**config.mk**
```make
export PLATFORM = sky130hd
export DESIGN_NAME = uart_tx_fifo_engine_flat
export DESIGN_NICKNAME = d
export VERILOG_FILES = /design/src/rtl/uart_tx_fifo_engine_if.sv /design/src/rtl/uart_tx_fifo_engine.sv /design/src/flat_wrapper.sv
export SDC_FILE = /design/constraint.sdc
export NUM_CORES = 1
export LEC_CHECK = 0
export CAP_MARGIN = 20
export CORE_ASPECT_RATIO = 2
export CORE_MARGIN = 5
export CORE_UTILIZATION = 45
export DETAILED_ROUTE_END_ITERATION = 10
export PLACE_DENSITY_LB_ADDON = 0.08
export SYNTH_ARGS = -nofsm -noshare
export SYNTH_HDL_FRONTEND = slang
export SYNTH_SLANG_ARGS = --single-unit
```
**constraint.sdc**
```tcl
create_clock -name BITCLK -period 6.87 [get_ports BITCLK]
set_clock_uncertainty 0.15 [all_clocks]
set_input_delay 1.0305 -clock BITCLK [delete_from_list [all_inputs] [get_ports BITCLK]]
set_output_delay 1.0305 -clock BITCLK [all_outputs]
set_load 0.05 [all_outputs]
```
**src/rtl/uart_tx_fifo_engine_if.sv**
```systemverilog
// Push/status handshake between the eUSCI register block (master) and the
// UART transmit FIFO engine (slave).
interface uart_tx_fifo_engine_if #(
  parameter int DATA_W     = 9,
  parameter int FIFO_DEPTH = 4
) ();
  localparam int LW = $clog2(FIFO_DEPTH) + 1;

  logic [DATA_W-1:0] TxData;
  logic              TxBufRdy;
  logic              TxBufClr;
  logic              TxOvr;
  logic              TxBEN;
  logic              TxFull;
  logic [LW-1:0]     TxLevel;
  logic              setTXIFG;
  logic              setTXCPTIFG;

  modport master (
    output TxData, TxBufRdy,
    input  TxBufClr, TxOvr, TxBEN, TxFull, TxLevel, setTXIFG, setTXCPTIFG
  );

  modport slave (
    input  TxData, TxBufRdy,
    output TxBufClr, TxOvr, TxBEN, TxFull, TxLevel, setTXIFG, setTXCPTIFG
  );
endinterface

```
**src/rtl/uart_tx_fifo_engine.sv**
```systemverilog
// UART transmit engine: FIFO-fed serialiser with 7/8/9-bit data, parity, 1/2 stop bits.
// Define UART_TX_BREAK_EN to add the wUCTXBRK break-frame input.
module uart_tx_fifo_engine #(
  parameter int FIFO_DEPTH = 4,
  parameter int DATA_W     = 9
) (
  input  logic BITCLK,
  input  logic reset,
  input  logic wUCPEN,
  input  logic wUCPAR,
  input  logic wUCMSB,
  input  logic wUC7BIT,
  input  logic wUC9BIT,
  input  logic wUCSPB,
`ifdef UART_TX_BREAK_EN
  input  logic wUCTXBRK,
`endif
  uart_tx_fifo_engine_if.slave txIf,
  output logic TxBusy,
  output logic Tx
);
  localparam int AW = (FIFO_DEPTH > 1) ? $clog2(FIFO_DEPTH) : 1;
  localparam int LW = $clog2(FIFO_DEPTH) + 1;
  localparam logic [LW-1:0] FULL_LEVEL = LW'(FIFO_DEPTH);
  localparam logic [AW-1:0] LAST_PTR   = AW'(FIFO_DEPTH - 1);

  typedef enum logic [2:0] {IDLE, START, DATA, PARITY, STOP1, STOP2} txState_t;
  txState_t state, stateNext;

  logic [DATA_W-1:0] fifoMem [FIFO_DEPTH];
  logic [AW-1:0]     rdPtr, wrPtr, rdPtrNext, wrPtrNext;
  logic [LW-1:0]     level;

  logic [8:0] shifter;
  logic [3:0] bitsLeft;
  logic       penL, spbL, parL;
  logic       clrQ, ovrQ, ifgQ, cptQ;

  logic              fifoEmpty, fifoFull, frameEnd, popReq, cutThru, load;
  logic              pushOk, pushDrop, frameDone, brkNow, parBit;
  logic [DATA_W-1:0] loadChar;
  logic [8:0]        charPad, charOrd, dataMask;
  logic [3:0]        dwSel;

`ifdef UART_TX_BREAK_EN
  assign brkNow = wUCTXBRK;
`else
  assign brkNow = 1'b0;
`endif

  assign fifoEmpty = (level == '0);
  assign fifoFull  = (level == FULL_LEVEL);
  assign frameEnd  = (state == STOP2) || (state == STOP1 && !spbL);
  assign popReq    = ((state == IDLE) || frameEnd) && !fifoEmpty;
  assign cutThru   = (state == IDLE) && fifoEmpty && txIf.TxBufRdy;
  assign load      = popReq || cutThru;
  assign pushOk    = txIf.TxBufRdy && !cutThru && (!fifoFull || popReq);
  assign pushDrop  = txIf.TxBufRdy && fifoFull && !popReq;
  assign frameDone = frameEnd && fifoEmpty;
  assign loadChar  = cutThru ? txIf.TxData : fifoMem[rdPtr];
  assign rdPtrNext = (rdPtr == LAST_PTR) ? '0 : rdPtr + 1'b1;
  assign wrPtrNext = (wrPtr == LAST_PTR) ? '0 : wrPtr + 1'b1;

  // Character preparation at load: width select, parity, and bit reversal
  // for MSB-first so the shifter always emits bit 0 next.
  always_comb begin
    // NOTE: every combinational output gets a default first, so no latch is inferred.
    charPad = '0;
    charPad[DATA_W-1:0] = loadChar;
    if (wUC9BIT && DATA_W == 9) begin
      dwSel    = 4'd9;
      dataMask = 9'h1FF;
    end else if (wUC7BIT) begin
      dwSel    = 4'd7;
      dataMask = 9'h07F;
    end else begin
      dwSel    = 4'd8;
      dataMask = 9'h0FF;
    end
    charOrd = charPad & dataMask;
    parBit  = (^charOrd) ^ ~wUCPAR;
    if (wUCMSB) begin
      charOrd = '0;
      case (dwSel)
        4'd7:    for (int i = 0; i < 7; i++) charOrd[i] = charPad[6-i];
        4'd9:    for (int i = 0; i < 9; i++) charOrd[i] = charPad[8-i];
        default: for (int i = 0; i < 8; i++) charOrd[i] = charPad[7-i];
      endcase
    end
  end

  always_comb begin
    stateNext = state;
    case (state)
      IDLE:    if (load) stateNext = START;
      START:   stateNext = DATA;
      DATA:    if (bitsLeft == 4'd0) stateNext = penL ? PARITY : STOP1;
      PARITY:  stateNext = STOP1;
      STOP1:   stateNext = spbL ? STOP2 : (load ? START : IDLE);
      STOP2:   stateNext = load ? START : IDLE;
      default: stateNext = IDLE;
    endcase
  end

  always_ff @(posedge BITCLK) begin
    // NOTE: sequential state uses non-blocking <= so every register sees pre-edge values.
    if (reset) state <= IDLE;
    else       state <= stateNext;
  end

  always_ff @(posedge BITCLK) begin
    if (reset) begin
      Tx       <= 1'b1;
      shifter  <= '0;
      bitsLeft <= '0;
      penL     <= 1'b0;
      spbL     <= 1'b0;
      parL     <= 1'b0;
      rdPtr    <= '0;
      wrPtr    <= '0;
      level    <= '0;
      clrQ     <= 1'b0;
      ovrQ     <= 1'b0;
      ifgQ     <= 1'b0;
      cptQ     <= 1'b0;
    end else begin
      clrQ <= pushOk || cutThru;
      ovrQ <= pushDrop;
      ifgQ <= load;
      cptQ <= frameDone;

      // A break is an all-zero 12-bit data phase after the start bit, one stop.
      if (load) begin
        shifter  <= brkNow ? 9'd0 : charOrd;
        bitsLeft <= brkNow ? 4'd11 : dwSel - 4'd1;
        penL     <= wUCPEN && !brkNow;
        spbL     <= wUCSPB && !brkNow;
        parL     <= parBit;
      end else if (stateNext == DATA) begin
        shifter <= shifter >> 1;
        if (state == DATA) bitsLeft <= bitsLeft - 4'd1;
      end

      case (stateNext)
        START:   Tx <= 1'b0;
        DATA:    Tx <= shifter[0];
        PARITY:  Tx <= parL;
        default: Tx <= 1'b1;
      endcase

      if (pushOk) wrPtr <= wrPtrNext;
      if (popReq) rdPtr <= rdPtrNext;
      case ({pushOk, popReq})
        2'b10:   level <= level + 1'b1;
        2'b01:   level <= level - 1'b1;
        default: level <= level;
      endcase
    end
  end

  // NOTE: FIFO storage is not reset; the pointers and level alone define validity.
  always_ff @(posedge BITCLK) begin
    if (pushOk) fifoMem[wrPtr] <= txIf.TxData;
  end

  assign TxBusy           = (state != IDLE);
  assign txIf.TxBEN       = fifoEmpty;
  assign txIf.TxFull      = fifoFull;
  assign txIf.TxLevel     = level;
  assign txIf.TxBufClr    = clrQ;
  assign txIf.TxOvr       = ovrQ;
  assign txIf.setTXIFG    = ifgQ;
  assign txIf.setTXCPTIFG = cptQ;
endmodule

```
**src/flat_wrapper.sv**
```systemverilog
// flat-port wrapper written by rule: the top's interface ports become plain ports
module uart_tx_fifo_engine_flat 
#(
  parameter int FIFO_DEPTH = 4,
  parameter int DATA_W     = 9
)
  (BITCLK, reset, wUCPEN, wUCPAR, wUCMSB, wUC7BIT, wUC9BIT, wUCSPB, TxBusy, Tx, txIf_TxData, txIf_TxBufRdy, txIf_TxBufClr, txIf_TxOvr, txIf_TxBEN, txIf_TxFull, txIf_TxLevel, txIf_setTXIFG, txIf_setTXCPTIFG);
  uart_tx_fifo_engine_if #(.DATA_W(DATA_W), .FIFO_DEPTH(FIFO_DEPTH)) txIf_i ();
  input  logic BITCLK;
  input  logic reset;
  input  logic wUCPEN;
  input  logic wUCPAR;
  input  logic wUCMSB;
  input  logic wUC7BIT;
  input  logic wUC9BIT;
  input  logic wUCSPB;
  output logic TxBusy;
  output logic Tx;
  input wire logic [$bits(txIf_i.TxData)-1:0] txIf_TxData;
  input wire logic [$bits(txIf_i.TxBufRdy)-1:0] txIf_TxBufRdy;
  output wire logic [$bits(txIf_i.TxBufClr)-1:0] txIf_TxBufClr;
  output wire logic [$bits(txIf_i.TxOvr)-1:0] txIf_TxOvr;
  output wire logic [$bits(txIf_i.TxBEN)-1:0] txIf_TxBEN;
  output wire logic [$bits(txIf_i.TxFull)-1:0] txIf_TxFull;
  output wire logic [$bits(txIf_i.TxLevel)-1:0] txIf_TxLevel;
  output wire logic [$bits(txIf_i.setTXIFG)-1:0] txIf_setTXIFG;
  output wire logic [$bits(txIf_i.setTXCPTIFG)-1:0] txIf_setTXCPTIFG;
  assign txIf_i.TxData = txIf_TxData;
  assign txIf_i.TxBufRdy = txIf_TxBufRdy;
  assign txIf_TxBufClr = txIf_i.TxBufClr;
  assign txIf_TxOvr = txIf_i.TxOvr;
  assign txIf_TxBEN = txIf_i.TxBEN;
  assign txIf_TxFull = txIf_i.TxFull;
  assign txIf_TxLevel = txIf_i.TxLevel;
  assign txIf_setTXIFG = txIf_i.setTXIFG;
  assign txIf_setTXCPTIFG = txIf_i.setTXCPTIFG;
  uart_tx_fifo_engine #(.FIFO_DEPTH(FIFO_DEPTH), .DATA_W(DATA_W)) u_core (.BITCLK(BITCLK), .reset(reset), .wUCPEN(wUCPEN), .wUCPAR(wUCPAR), .wUCMSB(wUCMSB), .wUC7BIT(wUC7BIT), .wUC9BIT(wUC9BIT), .wUCSPB(wUCSPB), .txIf(txIf_i), .TxBusy(TxBusy), .Tx(Tx));
endmodule
```
After elaboration in Yosys (flattened, before gate mapping). Memories as Yosys holds them, arrays and structs flattened. A register that Yosys moved wholly into a read port is not among the register bits. Index checks and enable logic that the tools add are counted. W data, S select, Z words.

Bitwise logic cells: 3. Muxes and demuxes: 28. Add/subtract/negate cells: 6. Equality and inequality tests: 15. Reduce and logical (&&, ||, !) cells: 28.

Operators with widths (count): $mux W9 (5); $mux W4 (5); $pmux W3 S6 (1); $pmux W7 S2 (1); $eq A3 B2 Y1 const B (4); $mux W3 (4); $and A9 B9 Y9 (1); $eq A3 B3 Y1 const B (3); $logic_and A1 B1 Y1 (9); $reduce_xor A9 Y1 (1); $mux W2 (4); $mux W8 (1); $sub A4 B1 Y4 const B (2); $eq A2 B2 Y1 const B (3); $eq A3 B1 Y1 const B (2); $logic_not A3 Y1 (2); $pmux W3 S2 (1); $reduce_bool A2 Y1 (3); $logic_not A1 Y1 (5); $logic_or A1 B1 Y1 (5); $add A2 B1 Y2 const B (2); $eq A4 B3 Y1 const B (1); $eq A4 B4 Y1 const B (1); $logic_not A4 Y1 (1); other kinds (10) (13).

Word-level logic and storage cells: 95. Memories: 1. Bits in registers: 31. Input port bits: 18. Memory bits (writable): 36.

Memory list: u_core.fifoMem (words 4, bits a word 9, rd ports 1, clocked after memory_dff 1, wr ports 1, RTL line uart_tx_fifo_engine.sv:30) `logic [DATA_W-1:0] fifoMem [FIFO_DEPTH];`.

Logic depth before layout (Yosys ltp).
Depth after elaboration: 12. Depth in mapped cells: 12.

Least setup slack after synthesis. Ideal clock, no wire load.

Path type: reg-to-reg. Start: register u_core.level[2] (netlist: u_core.txIf.TxLevel[2]). End: memory u_core.fifoMem[0][0], enable pin. Cell stages (with the launch flop): 5. Required time: 6.438 ns. Period minus slack after synthesis: 3.334 ns. Library setup time: 0.282 ns. Arrival time: 2.902 ns. Slack: 3.536 ns. Path buffers: 0. Cell sequence: dfxtp_1 > nor3b_1 > o31ai_1 > and3_1 > and2_1.

Elaborated cells between the ends (all ways): 13. Classes of those cells: eq/ne: 1; mux: 2; reduce/logical: 10.

RTL lines: start, declared (RTL line uart_tx_fifo_engine.sv:32) `logic [LW-1:0] level;`; start signal, assigned (RTL line uart_tx_fifo_engine.sv:154) `2'b10: level <= level + 1'b1;`; start signal, assigned (RTL line uart_tx_fifo_engine.sv:155) `2'b01: level <= level - 1'b1;`; start signal, assigned (RTL line uart_tx_fifo_engine.sv:156) `default: level <= level;`; $eq A3 B3 Y1 (RTL line uart_tx_fifo_engine.sv:52) `assign fifoFull = (level == FULL_LEVEL);`; named net txIf_TxFull (RTL line flat_wrapper.sv:24) `output wire logic [$bits(txIf_i.TxFull)-1:0] txIf_TxFull;`; $logic_not A1 Y1 (RTL line uart_tx_fifo_engine.sv:57) `assign pushOk = txIf.TxBufRdy && !cutThru && (!fifoFull || popReq);`; $logic_or A1 B1 Y1 (RTL line uart_tx_fifo_engine.sv:57); $logic_and A1 B1 Y1 (RTL line uart_tx_fifo_engine.sv:57); $mux W1 (RTL line uart_tx_fifo_engine.sv:163) `if (pushOk) fifoMem[wrPtr] <= txIf.TxData;`; $mux W1 (implied by the code) (RTL line uart_tx_fifo_engine.sv:163); end, declared (RTL line uart_tx_fifo_engine.sv:30).

The timed path passes the listed nets, and every way through them passes these cells.

Worst setup path in the final report.
Start: input port txIf_TxBufRdy. End: register u_core.bitsLeft[2].

Longest elaborated chain between the ends: 8. Elaborated cells between the ends (all ways): 11. Classes of those cells: eq/ne: 1; mux: 5; reduce/logical: 5.

RTL lines: start, declared (RTL line flat_wrapper.sv:20) `input wire logic [$bits(txIf_i.TxBufRdy)-1:0] txIf_TxBufRdy;`; $logic_and A1 B1 Y1 (*) (RTL line uart_tx_fifo_engine.sv:55) `assign cutThru = (state == IDLE) && fifoEmpty && txIf.TxBufRdy;`; $logic_or A1 B1 Y1 (*) (RTL line uart_tx_fifo_engine.sv:56) `assign load = popReq || cutThru;`; $mux W1 (RTL line uart_tx_fifo_engine.sv:99, uart_tx_fifo_engine.sv:100); $mux W3 (RTL line uart_tx_fifo_engine.sv:99) `STOP1: stateNext = spbL ? STOP2 : (load ? START : IDLE);`; $pmux W3 S6 (RTL line uart_tx_fifo_engine.sv:94) `case (state)`; $eq A3 B2 Y1 (RTL line uart_tx_fifo_engine.sv:139) `end else if (stateNext == DATA) begin`; $reduce_bool A2 Y1 (no source line); $reduce_and A2 Y1 (no source line); end signal, assigned (RTL line uart_tx_fifo_engine.sv:135) `bitsLeft <= brkNow ? 4'd11 : dwSel - 4'd1;`; end signal, assigned (RTL line uart_tx_fifo_engine.sv:141) `if (state == DATA) bitsLeft <= bitsLeft - 4'd1;`; end, declared (RTL line uart_tx_fifo_engine.sv:35) `logic [3:0] bitsLeft;`.

Mark *: on every way between the ends. The rest lies on a longest branch, timed or not. A chain may end at the register's enable or synchronous reset.

==> results.txt <==
outcome: completed
Max rail drop VDD: 0.425 mV
filler instances: 680
Final Max Tran Viols: 0
Hold Buf Count CTS: 0
CTS tree: built
Storage cell area: 0.00174 sq mm
Max Clk Rate: 282 MHz
largest net degree at the start of global routing: 23
Initial Util: 45.4%
first-pass GRT wire length: 13200 um
Port Buffers: 28
setup_tns: 0 ps
initial antenna violation count: 0
Syn Inst Count: 325
wirelength, routed: 8320 um
Antenna Cells: 0
Worst Tran Pin Value: 868 ps
HPWL after DPL: 6400 um
asr flop ratio synth: 0%
Layout area overhead: 18.7%
multi-input logic area: 0.00169 sq mm
die height: 136 um
Layout Cell Area excl Fill: 0.00425 sq mm
Die Footprint: 0.00996 sq mm
vias in the first global route: 2595
Initial DRT Pass Iterations: 4
final net count: 376
post-synth top area share: 30.2%
root buffer cell: clkbuf_16
Max-slew headroom: 41.5%
CTS resizes: 0
Hold Violations, Final: 0
syn nets: 350
Pwr Density: 524 mW/mm^2
CP required: 6970 ps
CP Class: input pin to flop
maxcap violations: 0
CP startpoint kind: input pin
CTS buffer count: 9
leak pwr: 1.53 nW
Min-Delay Path Class: flop to flop
Die Wd: 73.1 um
post-synthesis cell type count: 64
Residual DRC: 0
grt total ovfl: 0
Hold Path Depth: 2
number of synthesized flops with an enable pin: 36
top_reg_cell synth: edfxtp_1
GR Util All Layers: 17.9%
Critical Path End Type: flop
Final ANT Viol Nets: 0
CTS clock-pin slew for the worst setup and hold paths: 50 ps
number of vias per cell: 5.75
final setup fails: 0
Reg2Reg Depth: 9
dpl cells: 436
via count: 2601
cell area after synthesis: 0.00358 sq mm
unrepaired setup endpoints after global routing: no
Worst EP arrival: 3650 ps
register area share after synthesis: 48.6%
Num Clock Sinks: 69
dpl ws: 2970 ps
leading post-synthesis cells by cell area: edfxtp_1 30%, dfxtp_1 18%, mux4_2 5.7%, nor2_1 2.8%, nand2_1 2.7%
CP max FO: 12
core area: 0.00789 sq mm
DP Area: 0.00392 sq mm
Ports: 29
Yosys Warn Count: 0
Post-CTS Setup Bufs: 0
fin crit share: 51.6%
clk_lat worst skew: 330 ps
Max H-tree Level: 3
# rows: 46
Tmin final: 3550 ps
layout cells sized above 1: 11.5%
Avg Inst Size Synth: 11.0 sq um
Max clock buf depth: 2
setup ws final: 3320 ps
FF+latch count, synth: 69
Finished Layout Cells: 452
cell taking the most area after synthesis: edfxtp_1
DRT iter0 DRCs: 188
WL/cell: 18.4 um
Routability Congestion: 0.843
-- metrics by stage --
step                hold slack, ps  util, %  power, mW
floorplan                      282        -       1.48
global placement               292     49.3       1.72
detailed placement             304     49.7       1.73
CTS                            311     53.9       2.25
global route                   346     53.9       2.38
finish                         308     53.9       2.23
-- final timing paths --
path / start / endpoint / slack, ps
worst max register to register: u_core.state[0] / u_core.bitsLeft[2] / 3900
worst max-delay path: txIf_TxBufRdy / u_core.bitsLeft[2] / 3320
worst min-delay path: u_core.penL / u_core.penL / 310
worst min register to register: u_core.penL / u_core.penL / 310
-- cells in the final DEF, fill, tap and decap left out, types with 3 or more instances in the layout --
cell / Yosys / routed
xnor2_1: 6 / 6
nand3_1: 17 / 17
a211oi_1: 10 / 10
mux2_2: 3 / 3
xor2_1: 4 / 4
o211ai_1: 4 / 4
a31oi_1: 4 / 4
and2_1: 4 / 4
dfxtp_1: 33 / 33
inv_1: 13 / 13
a311o_1: 4 / 4
nor3_1: 5 / 5
o21ai_0: 16 / 16
nand2_1: 26 / 26
nor2b_1: 3 / 3
mux2i_1: 7 / 7
and4_1: 3 / 3
edfxtp_1: 36 / 36
clkdlybuf4s50_1: 0 / 28
ha_1: 6 / 6
a21oi_1: 18 / 18
a21o_1: 3 / 3
mux4_2: 9 / 9
or3_1: 3 / 3
clkbuf_16: 0 / 9
nand2b_1: 3 / 3
nor2_1: 27 / 27
o31ai_1: 3 / 3
-- cell families (layout without fill, tap and decap cells) --
| group | Yosys count | count (layout) | share of synthesized area (%) |
|---|---|---|---|
| flops | 69 | 69 | 48.6 |
| fa+ha+maj | 7 | 7 | 2.65 |
| xor+xnor | 12 | 12 | 3.70 |
| mux | 20 | 20 | 9.29 |
| compound gates | 80 | 80 | 15.1 |
| simple gates | 108 | 108 | 16.4 |
| buf+inv | 29 | 60 | 4.29 |
-- cell usage after synthesis (2+ instances only) --
master and n:
edfxtp_1 36, dfxtp_1 33, nor2_1 27, nand2_1 26, a21oi_1 18, nand3_1 17
o21ai_0 16, inv_1 13, a211oi_1 10, mux4_2 9, clkbuf_1 8, mux2i_1 7
ha_1 6, xnor2_1 6, nor3_1 5, a311o_1 4, a31oi_1 4, and2_1 4
buf_6 4, o211ai_1 4, xor2_1 4, a21o_1 3, and4_1 3, mux2_2 3
nand2b_1 3, nor2b_1 3, o31ai_1 3, or3_1 3, and3b_1 2, nor3b_1 2
o21a_1 2, o21ai_1 2, o22ai_1 2, or4_1 2, xnor3_1 2
-- flip-flops by register name, summed over array words and instances (netlist names), named ones only --
name / flops
u_core.fifoMem: 36
u_core.txIf.setTXIFG: 1
u_core.bitsLeft: 4
u_core.txIf.TxBufClr: 1
u_core.rdPtr: 2
u_core.txIf.setTXCPTIFG: 1
u_core.state: 3
u_core.parL: 1
u_core.shifter: 9
u_core.txIf.TxLevel: 3
u_core.spbL: 1
u_core.wrPtr: 2
u_core.txIf.TxOvr: 1
u_core.Tx: 1
u_core.penL: 1
-- metal layers --
metal	part of all wire (%)	vias to the layer above	global-route usage [%]	routed length (um)
li1	-	1272	-	-
met1	36	1251	18.1	3030
met2	57	57	33.1	4760
met3	2.7	21	3.63	222
met4	3.7	0	9.24	309
met5	0	-	0	0
-- cell type report --
class,instances,area share (%)
clock buffer,13,6.30
clock inverter,3,1.59
inverter,14,1.24
multi-input combinational,227,39.7
sequential,69,41.0
tap,96,2.82
timing repair buffer,30,7.41
-- report_power, final --
group	internal, mW	switching, mW	total, mW
Clock	0.345	0.158	0.503
Combinational	0.455	0.641	1.10
Sequential	0.540	0.0893	0.629
-- critical path: stages --
cell	delay [ps]
clkdlybuf4s50_1	620
nor3b_4	430
nand2_2	210
nand2_1	390
nand2_1	160
a21boi_0	160
ha_1	220
o21ai_0	180
a2bb2oi_1	100
a21oi_1	160
Note: power is estimated with default switching activity, not from simulation.
